**config.mk**
```make
export PLATFORM = sky130hd
export DESIGN_NAME = instruction_fetch_flat
export DESIGN_NICKNAME = d
export VERILOG_FILES = /design/src/rtl/instruction_fetch_if.sv /design/src/rtl/instruction_fetch.sv /design/src/flat_wrapper.sv
export SDC_FILE = /design/constraint.sdc
export NUM_CORES = 1
export LEC_CHECK = 0
export ABC_AREA = 1
export BUFFER_PORTS_ARGS = -buffer_cell sky130_fd_sc_hd__buf_2
export CAP_MARGIN = 5
export CORE_MARGIN = 2
export CORE_UTILIZATION = 50
export CTS_CLUSTER_SIZE = 8
export DETAILED_ROUTE_END_ITERATION = 6
export GPL_ROUTABILITY_DRIVEN = 0
export PLACE_DENSITY_LB_ADDON = 0.12
export SYNTH_ARGS = -nofsm -noshare
export SYNTH_HDL_FRONTEND = slang
export SYNTH_SLANG_ARGS = --single-unit
```
**constraint.sdc**
```tcl
create_clock -name clk -period 1.6 [get_ports clk]
set_input_delay 0.16 -clock clk [delete_from_list [all_inputs] [get_ports clk]]
set_output_delay 0.16 -clock clk [all_outputs]
set_load 0.01 [all_outputs]
```
**src/rtl/instruction_fetch_if.sv**
```systemverilog
// ---------------------------------------------------------------------------
// instruction_fetch_if
//
// Purpose:
//   Groups the fetch-stage bus signals: the ROM address/data pair, the
//   instruction handshake toward decode, the redirect request and the stall
//   indication.
//
// Signals:
//   rom_addr    32  byte address to ROM (word aligned)
//   rom_data    32  ROM read data
//   instr       32  FIFO head instruction, 0 when empty
//   instr_pc    32  byte address of instr, 0 when empty
//   instr_valid  1  head available and no redirect this cycle
//   instr_ready  1  decode accepts the head this cycle
//   redirect     1  flush and restart fetch at redirect_pc
//   redirect_pc 32  new fetch PC (low two bits ignored)
//   stalled      1  fetch is holding because the FIFO is full
//
// Modports:
//   master  the fetch stage
//   slave   the surroundings (ROM, decode, branch unit)
// ---------------------------------------------------------------------------
interface instruction_fetch_if;
  logic [31:0] rom_addr;
  logic [31:0] rom_data;
  logic [31:0] instr;
  logic [31:0] instr_pc;
  logic        instr_valid;
  logic        instr_ready;
  logic        redirect;
  logic [31:0] redirect_pc;
  logic        stalled;

  modport master (
    output rom_addr,
    output instr,
    output instr_pc,
    output instr_valid,
    output stalled,
    input  rom_data,
    input  instr_ready,
    input  redirect,
    input  redirect_pc
  );

  modport slave (
    input  rom_addr,
    input  instr,
    input  instr_pc,
    input  instr_valid,
    input  stalled,
    output rom_data,
    output instr_ready,
    output redirect,
    output redirect_pc
  );
endinterface

```
**src/rtl/instruction_fetch.sv**
```systemverilog
// ---------------------------------------------------------------------------
// instruction_fetch
//
// Purpose:
//   Fetch stage in front of a slow asynchronous word ROM. Owns the program
//   counter, holds the ROM address for WAIT_CYCLES edges before sampling the
//   data, and queues {instruction, pc} pairs in a small circular FIFO toward
//   decode. A redirect flushes the FIFO and restarts fetch at a new PC.
//
// Parameters:
//   RESET_PC     PC after reset (word aligned)
//   WAIT_CYCLES  edges the address is held before rom_data is sampled (>= 1)
//   DEPTH        instruction FIFO entries (>= 1)
//
// Ports:
//   clk      rising-edge clock
//   reset_n  asynchronous active-low reset
//   bus      instruction_fetch_if.master (ROM, decode handshake, redirect)
// ---------------------------------------------------------------------------
module instruction_fetch #(
  parameter logic [31:0] RESET_PC    = 32'h0000_0000,
  parameter int unsigned WAIT_CYCLES = 2,
  parameter int unsigned DEPTH       = 2
) (
  input  logic                  clk,
  input  logic                  reset_n,
  instruction_fetch_if.master   bus
);

  localparam int CNT_W   = (WAIT_CYCLES > 1) ? $clog2(WAIT_CYCLES) : 1;
  localparam int PTR_W   = (DEPTH > 1) ? $clog2(DEPTH) : 1;
  localparam int COUNT_W = $clog2(DEPTH + 1);

  localparam logic [CNT_W-1:0]   CNT_LAST   = CNT_W'(WAIT_CYCLES - 1);
  localparam logic [PTR_W-1:0]   PTR_LAST   = PTR_W'(DEPTH - 1);
  localparam logic [COUNT_W-1:0] COUNT_FULL = COUNT_W'(DEPTH);

  typedef enum logic {
    S_WAIT = 1'b0,
    S_FULL = 1'b1
  } state_e;

  state_e             state_q, state_d;
  logic [31:0]        pc_q, pc_d;
  logic [CNT_W-1:0]   cnt_q, cnt_d;
  logic [COUNT_W-1:0] count_q, count_d;
  logic [PTR_W-1:0]   rd_ptr_q, rd_ptr_d;
  logic [PTR_W-1:0]   wr_ptr_q, wr_ptr_d;
  logic [31:0]        instr_mem_q [DEPTH];
  logic [31:0]        instr_mem_d [DEPTH];
  logic [31:0]        pc_mem_q    [DEPTH];
  logic [31:0]        pc_mem_d    [DEPTH];

  logic has_data;
  logic full;
  logic do_push;
  logic do_pop;

  // The low address bits of a redirect target are discarded by design.
  logic [1:0] unused_redirect_lsbs;
  assign unused_redirect_lsbs = bus.redirect_pc[1:0];

  function automatic logic [PTR_W-1:0] ptr_next(input logic [PTR_W-1:0] p);
    return (p == PTR_LAST) ? '0 : p + PTR_W'(1);
  endfunction

  assign has_data = (count_q != '0);
  assign full     = (count_q == COUNT_FULL);

  // The ROM address comes straight from the PC flop so it is glitch-free.
  // The head outputs read zero whenever the FIFO is empty, and a redirect
  // masks valid combinationally so decode never takes a stale word.
  assign bus.rom_addr    = pc_q;
  assign bus.instr_valid = has_data && !bus.redirect;
  assign bus.instr       = has_data ? instr_mem_q[rd_ptr_q] : '0;
  assign bus.instr_pc    = has_data ? pc_mem_q[rd_ptr_q] : '0;
  assign bus.stalled     = (state_q == S_FULL);

  // Next-state logic. Fullness is judged on the registered count, so a pop
  // at full never makes room for a push on the same edge; FULL simply
  // retries on the following edge while the ROM data is still held valid.
  always_comb begin
    state_d     = state_q;
    pc_d        = pc_q;
    cnt_d       = cnt_q;
    count_d     = count_q;
    rd_ptr_d    = rd_ptr_q;
    wr_ptr_d    = wr_ptr_q;
    instr_mem_d = instr_mem_q;
    pc_mem_d    = pc_mem_q;
    do_push     = 1'b0;
    do_pop      = 1'b0;

    if (bus.redirect) begin
      state_d  = S_WAIT;
      pc_d     = {bus.redirect_pc[31:2], 2'b00};
      cnt_d    = '0;
      count_d  = '0;
      rd_ptr_d = '0;
      wr_ptr_d = '0;
    end else begin
      do_pop = has_data && bus.instr_ready;

      case (state_q)
        S_WAIT: begin
          if (cnt_q == CNT_LAST) begin
            if (!full) begin
              do_push = 1'b1;
            end else begin
              state_d = S_FULL;
            end
          end else begin
            cnt_d = cnt_q + CNT_W'(1);
          end
        end
        S_FULL: begin
          if (!full) begin
            do_push = 1'b1;
            state_d = S_WAIT;
          end
        end
        default: state_d = S_WAIT;
      endcase

      if (do_push) begin
        instr_mem_d[wr_ptr_q] = bus.rom_data;
        pc_mem_d[wr_ptr_q]    = pc_q;
        wr_ptr_d              = ptr_next(wr_ptr_q);
        pc_d                  = pc_q + 32'd4;
        cnt_d                 = '0;
      end

      if (do_pop) begin
        rd_ptr_d = ptr_next(rd_ptr_q);
      end

      case ({do_push, do_pop})
        2'b10:   count_d = count_q + COUNT_W'(1);
        2'b01:   count_d = count_q - COUNT_W'(1);
        default: count_d = count_q;
      endcase
    end
  end

  // State register with asynchronous reset; reset clears every FIFO entry
  // so the outputs are defined immediately.
  always_ff @(posedge clk or negedge reset_n) begin
    if (!reset_n) begin
      state_q  <= S_WAIT;
      pc_q     <= RESET_PC;
      cnt_q    <= '0;
      count_q  <= '0;
      rd_ptr_q <= '0;
      wr_ptr_q <= '0;
      for (int i = 0; i < DEPTH; i++) begin
        instr_mem_q[i] <= '0;
        pc_mem_q[i]    <= '0;
      end
    end else begin
      state_q     <= state_d;
      pc_q        <= pc_d;
      cnt_q       <= cnt_d;
      count_q     <= count_d;
      rd_ptr_q    <= rd_ptr_d;
      wr_ptr_q    <= wr_ptr_d;
      instr_mem_q <= instr_mem_d;
      pc_mem_q    <= pc_mem_d;
    end
  end

endmodule

```
**src/flat_wrapper.sv**
```systemverilog
// flat-port wrapper written by rule: the top's interface ports become plain ports
module instruction_fetch_flat 
#(
  parameter logic [31:0] RESET_PC    = 32'h0000_0000,
  parameter int unsigned WAIT_CYCLES = 2,
  parameter int unsigned DEPTH       = 2
)
  (clk, reset_n, bus_rom_addr, bus_instr, bus_instr_pc, bus_instr_valid, bus_stalled, bus_rom_data, bus_instr_ready, bus_redirect, bus_redirect_pc);
  instruction_fetch_if bus_i ();
  input  logic clk;
  input  logic reset_n;
  output wire logic [$bits(bus_i.rom_addr)-1:0] bus_rom_addr;
  output wire logic [$bits(bus_i.instr)-1:0] bus_instr;
  output wire logic [$bits(bus_i.instr_pc)-1:0] bus_instr_pc;
  output wire logic [$bits(bus_i.instr_valid)-1:0] bus_instr_valid;
  output wire logic [$bits(bus_i.stalled)-1:0] bus_stalled;
  input wire logic [$bits(bus_i.rom_data)-1:0] bus_rom_data;
  input wire logic [$bits(bus_i.instr_ready)-1:0] bus_instr_ready;
  input wire logic [$bits(bus_i.redirect)-1:0] bus_redirect;
  input wire logic [$bits(bus_i.redirect_pc)-1:0] bus_redirect_pc;
  assign bus_rom_addr = bus_i.rom_addr;
  assign bus_instr = bus_i.instr;
  assign bus_instr_pc = bus_i.instr_pc;
  assign bus_instr_valid = bus_i.instr_valid;
  assign bus_stalled = bus_i.stalled;
  assign bus_i.rom_data = bus_rom_data;
  assign bus_i.instr_ready = bus_instr_ready;
  assign bus_i.redirect = bus_redirect;
  assign bus_i.redirect_pc = bus_redirect_pc;
  instruction_fetch #(.RESET_PC(RESET_PC), .WAIT_CYCLES(WAIT_CYCLES), .DEPTH(DEPTH)) u_core (.clk(clk), .reset_n(reset_n), .bus(bus_i));
endmodule
```
==> results_dict.tcl <==
set metrics [dict create \
    finalWorstSetupSlack_ns -0.253 \
    synth_largest_area_cell "dfrtp_1" \
    p_leak_nw 6.14 \
    rsz0062_at_grt "yes" \
    status "complete, but fails checks" \
    cp.arrival_ns 1.69 \
    ys_ff_latch 160 \
    synth_simple_gate_area_share_pct 25.3 \
    intPower_mw 13.6 \
    antenna_found_initial 0 \
    drv_cap 0 \
    drtPass1Iterations 5 \
    clk_pin_slew_ns 0.06 \
    drv_slew 0 \
    avgViaCountPerCell 5.67 \
    yosys_warnings 0 \
    cts_made_buffers 17 \
    clk_latency_ns 0.43 \
    wirelength_mm 30.9 \
    async_flop_share_pct 100 \
    post-synth-top-count-cell "nand2_1" \
    avgSynthCellArea_um2 7.52 \
    place_hpwl_mm 14.2 \
    synth_top_family_by_area "simple AND/OR/NAND/NOR gates" \
    clock_path_buffers 2 \
    grt_pass1_wl_mm 35.8 \
    grt.overflow.total 0 \
    criticalPathCategory "flop to output port" \
    reg2reg_setup_slack_ns -0.18 \
    setup_viol 208 \
    synth_fa_ha_area_share_pct 0.159 \
    synth_compound_area_share_pct 14.6 \
    drc 0 \
    power.switching_mw 9.72 \
    synth_xor_area_share_pct 0.780 \
    antenna_left 0 \
    cellPowerDensity_nw_per_um2 1840 \
    start_util_pct 51.5 \
    syn_to_final_growth_pct 61.5 \
    rows 45 \
    peakVddDrop_mv 0.956 \
    die_w_um 129 \
    hp-class "input port to flop" \
    cts_tree "done" \
    drt_iter0_drc 826 \
    fmax_ghz 0.540 \
    pin_count 166 \
    grt_start_max_net_pins 51 \
    combPwrFrac_pct 50.2 \
    die_h_um 129 \
    num_vias 8793 \
    track_usage_pct 27.6 \
    fillers 903 \
    synthTopCellsByArea "dfrtp_1 (51%), nand2_1 (19%), o21ai_1 (7.0%)" \
    violations "hold timing, setup timing" \
    final.min_clock_period_ns 1.85 \
    wl_per_cell_um 19.9 \
    yosys-top-cells-count "nand2_1 (401), dfrtp_1 (160), o21ai_1 (110)" \
    core_area_um2 15300 \
    seq_area_frac_synth_pct 50.9 \
    hold_viol 1 \
    synth_edf_count 0 \
    power_switching_share_pct 41.7 \
    max-slew-margin-rel_pct 66.5 \
    die_area_um2 16700 \
    cp_max_fo 7 \
    cts-root-buf "clkbuf_16" \
    drive_gt1_share_pct 42.3 \
    synth_top_area_share_pct 50.9 \
    seqPwrFrac_pct 32.1 \
    start_kind "flop" \
    tightest_slew_ns 0.502 \
    synth_flop_cell "dfrtp_1" \
    clock_sinks 160 \
    hold_slack_ns -0.00215 \
    fin_crit_sh_pct 116 \
    skew_ns 0.00866 \
    instances_no_fill 1551 \
    io_buffers 159 \
    place_ws_ns -0.0164 \
    ys_types 28 \
    antennaDiodeCount 0 \
    syn_inst 1045 \
    synth.area.mux_share_pct 0 \
    crit_required_ns 1.44 \
    clkPwrFrac_pct 17.7 \
    nets 1397 \
    grt_pass1_vias 7220 \
    syn_area_um2 7860 \
    post-place-cells 1402 \
    htreeDepth 4 \
    cp-end-kind "output port" \
]
-- worst max-delay path, stage by stage, from the launching register on --
cell,delay [ns]
dfrtp_2,0.47
clkinv_4,0.10
buf_6,0.13
clkbuf_16,0.17
nand2_1,0.07
a21oi_2,0.17
buf_2,0.16
-- power groups by stage --
stage	sequential, mW	combinational, mW	clock [mW]
after floorplan	6.75	4.10	0
after global placement	6.82	6.49	0
after detailed placement	6.87	6.63	0
after CTS	6.83	7.99	4.08
after global routing	7.63	12.4	4.30
final	7.48	11.7	4.14
-- worst paths after layout --
| kind | startpoint | to | depth (start not counted) |
|---|---|---|---|
| setup / recovery | u_core.rd_ptr_q | bus_instr_pc[17] | 6 |
| max in group asynchronous | reset_n | u_core.bus.rom_addr[19] | 3 |
| hold reg to reg | u_core.instr_mem_q[2] | u_core.instr_mem_q[2] | 2 |
| min in group asynchronous | reset_n | u_core.instr_mem_q[55] | 2 |
| hold / removal | bus_rom_data[9] | u_core.instr_mem_q[9] | 3 |
| setup reg to reg | u_core.count_q[0] | u_core.pc_mem_q[46] | 10 |
-- cells in the final DEF, fill, tap and decap left out, drive strengths merged --
cell type and count:
a21oi 70, buf 251, bufinv 2, clkbuf 47, clkinv 5, clkinvlp 6
conb 4, dfrtp 160, dlygate4sd3 34, ha 1, inv 90, nand2 409
nand3 40, nand4 3, nor2 54, nor3 4, o211ai 5, o21ai 145
o221ai 1, o22ai 1, o31ai 1, xnor2 2, xor2 5
-- layout make-up --
cell class                 instances  area [um^2]  area share [%]
clock buffer                      21          480            3.78
tap                              211          264            2.08
clock inverter                    10          110           0.867
inverter                          92          357            2.81
sequential                       160         4010            31.6
timing repair inverter             1         7.51          0.0591
timing repair buffer             311         3040            23.9
multi-input combinational        745         4430            34.9
-- kinds of logic after synthesis --
family / after synthesis
AO/OA/AOI/OAI: 223
AND/OR/NAND/NOR: 504
XOR/XNOR: 7
buffers and inverters: 149
adder cells (fa/ha/maj): 1
other: 1
flip-flops: 160
-- through the flow --
stage	hold slack (ns)	TNS, ns	total power, mW	cell area (um^2)	utilization [%]
2_1_floorplan	-0.136	0	10.8	7870	-
3_3_place_gp	0.0852	0	13.3	9140	59.9
3_5_place_dp	0.0908	-0.0282	13.5	9140	59.9
4_1_cts	0.000655	-9.53	18.9	10600	69.2
5_1_grt	0.0133	-37.20	24.3	12700	83.2
6_report	-0.00215	-24.99	23.3	12700	83.2
-- flip-flops by register name (all words and copies together) (netlist names) --
signal / flops
u_core.bus.rom_addr: 30
u_core.bus.stalled: 1
u_core.cnt_q: 1
u_core.count_q: 2
u_core.instr_mem_q: 64
u_core.pc_mem_q: 60
u_core.rd_ptr_q: 1
u_core.wr_ptr_q: 1
-- metal layers --
metal | GRT usage [%] | vias to the layer above | wire length (um)
met5 | 0 | - | 0
met1 | 37.2 | 4250 | 11800
li1 | - | 3916 | -
met3 | 4.38 | 110 | 2280
met4 | 9.21 | 0 | 1520
met2 | 45.9 | 517 | 15300
-- what timing repair did --
action / CTS / global route
buffers inserted: 15 / 21
pin swaps: 1 / 43
gates cloned: 7 / 44
setup endpoints to repair: 66 / 157
hold buffers: 34 / 0
endpoints found under the hold margin: 103 / 0
gates resized for setup: 53 / 318
No activity file was read; power rests on OpenSTA's default activity.
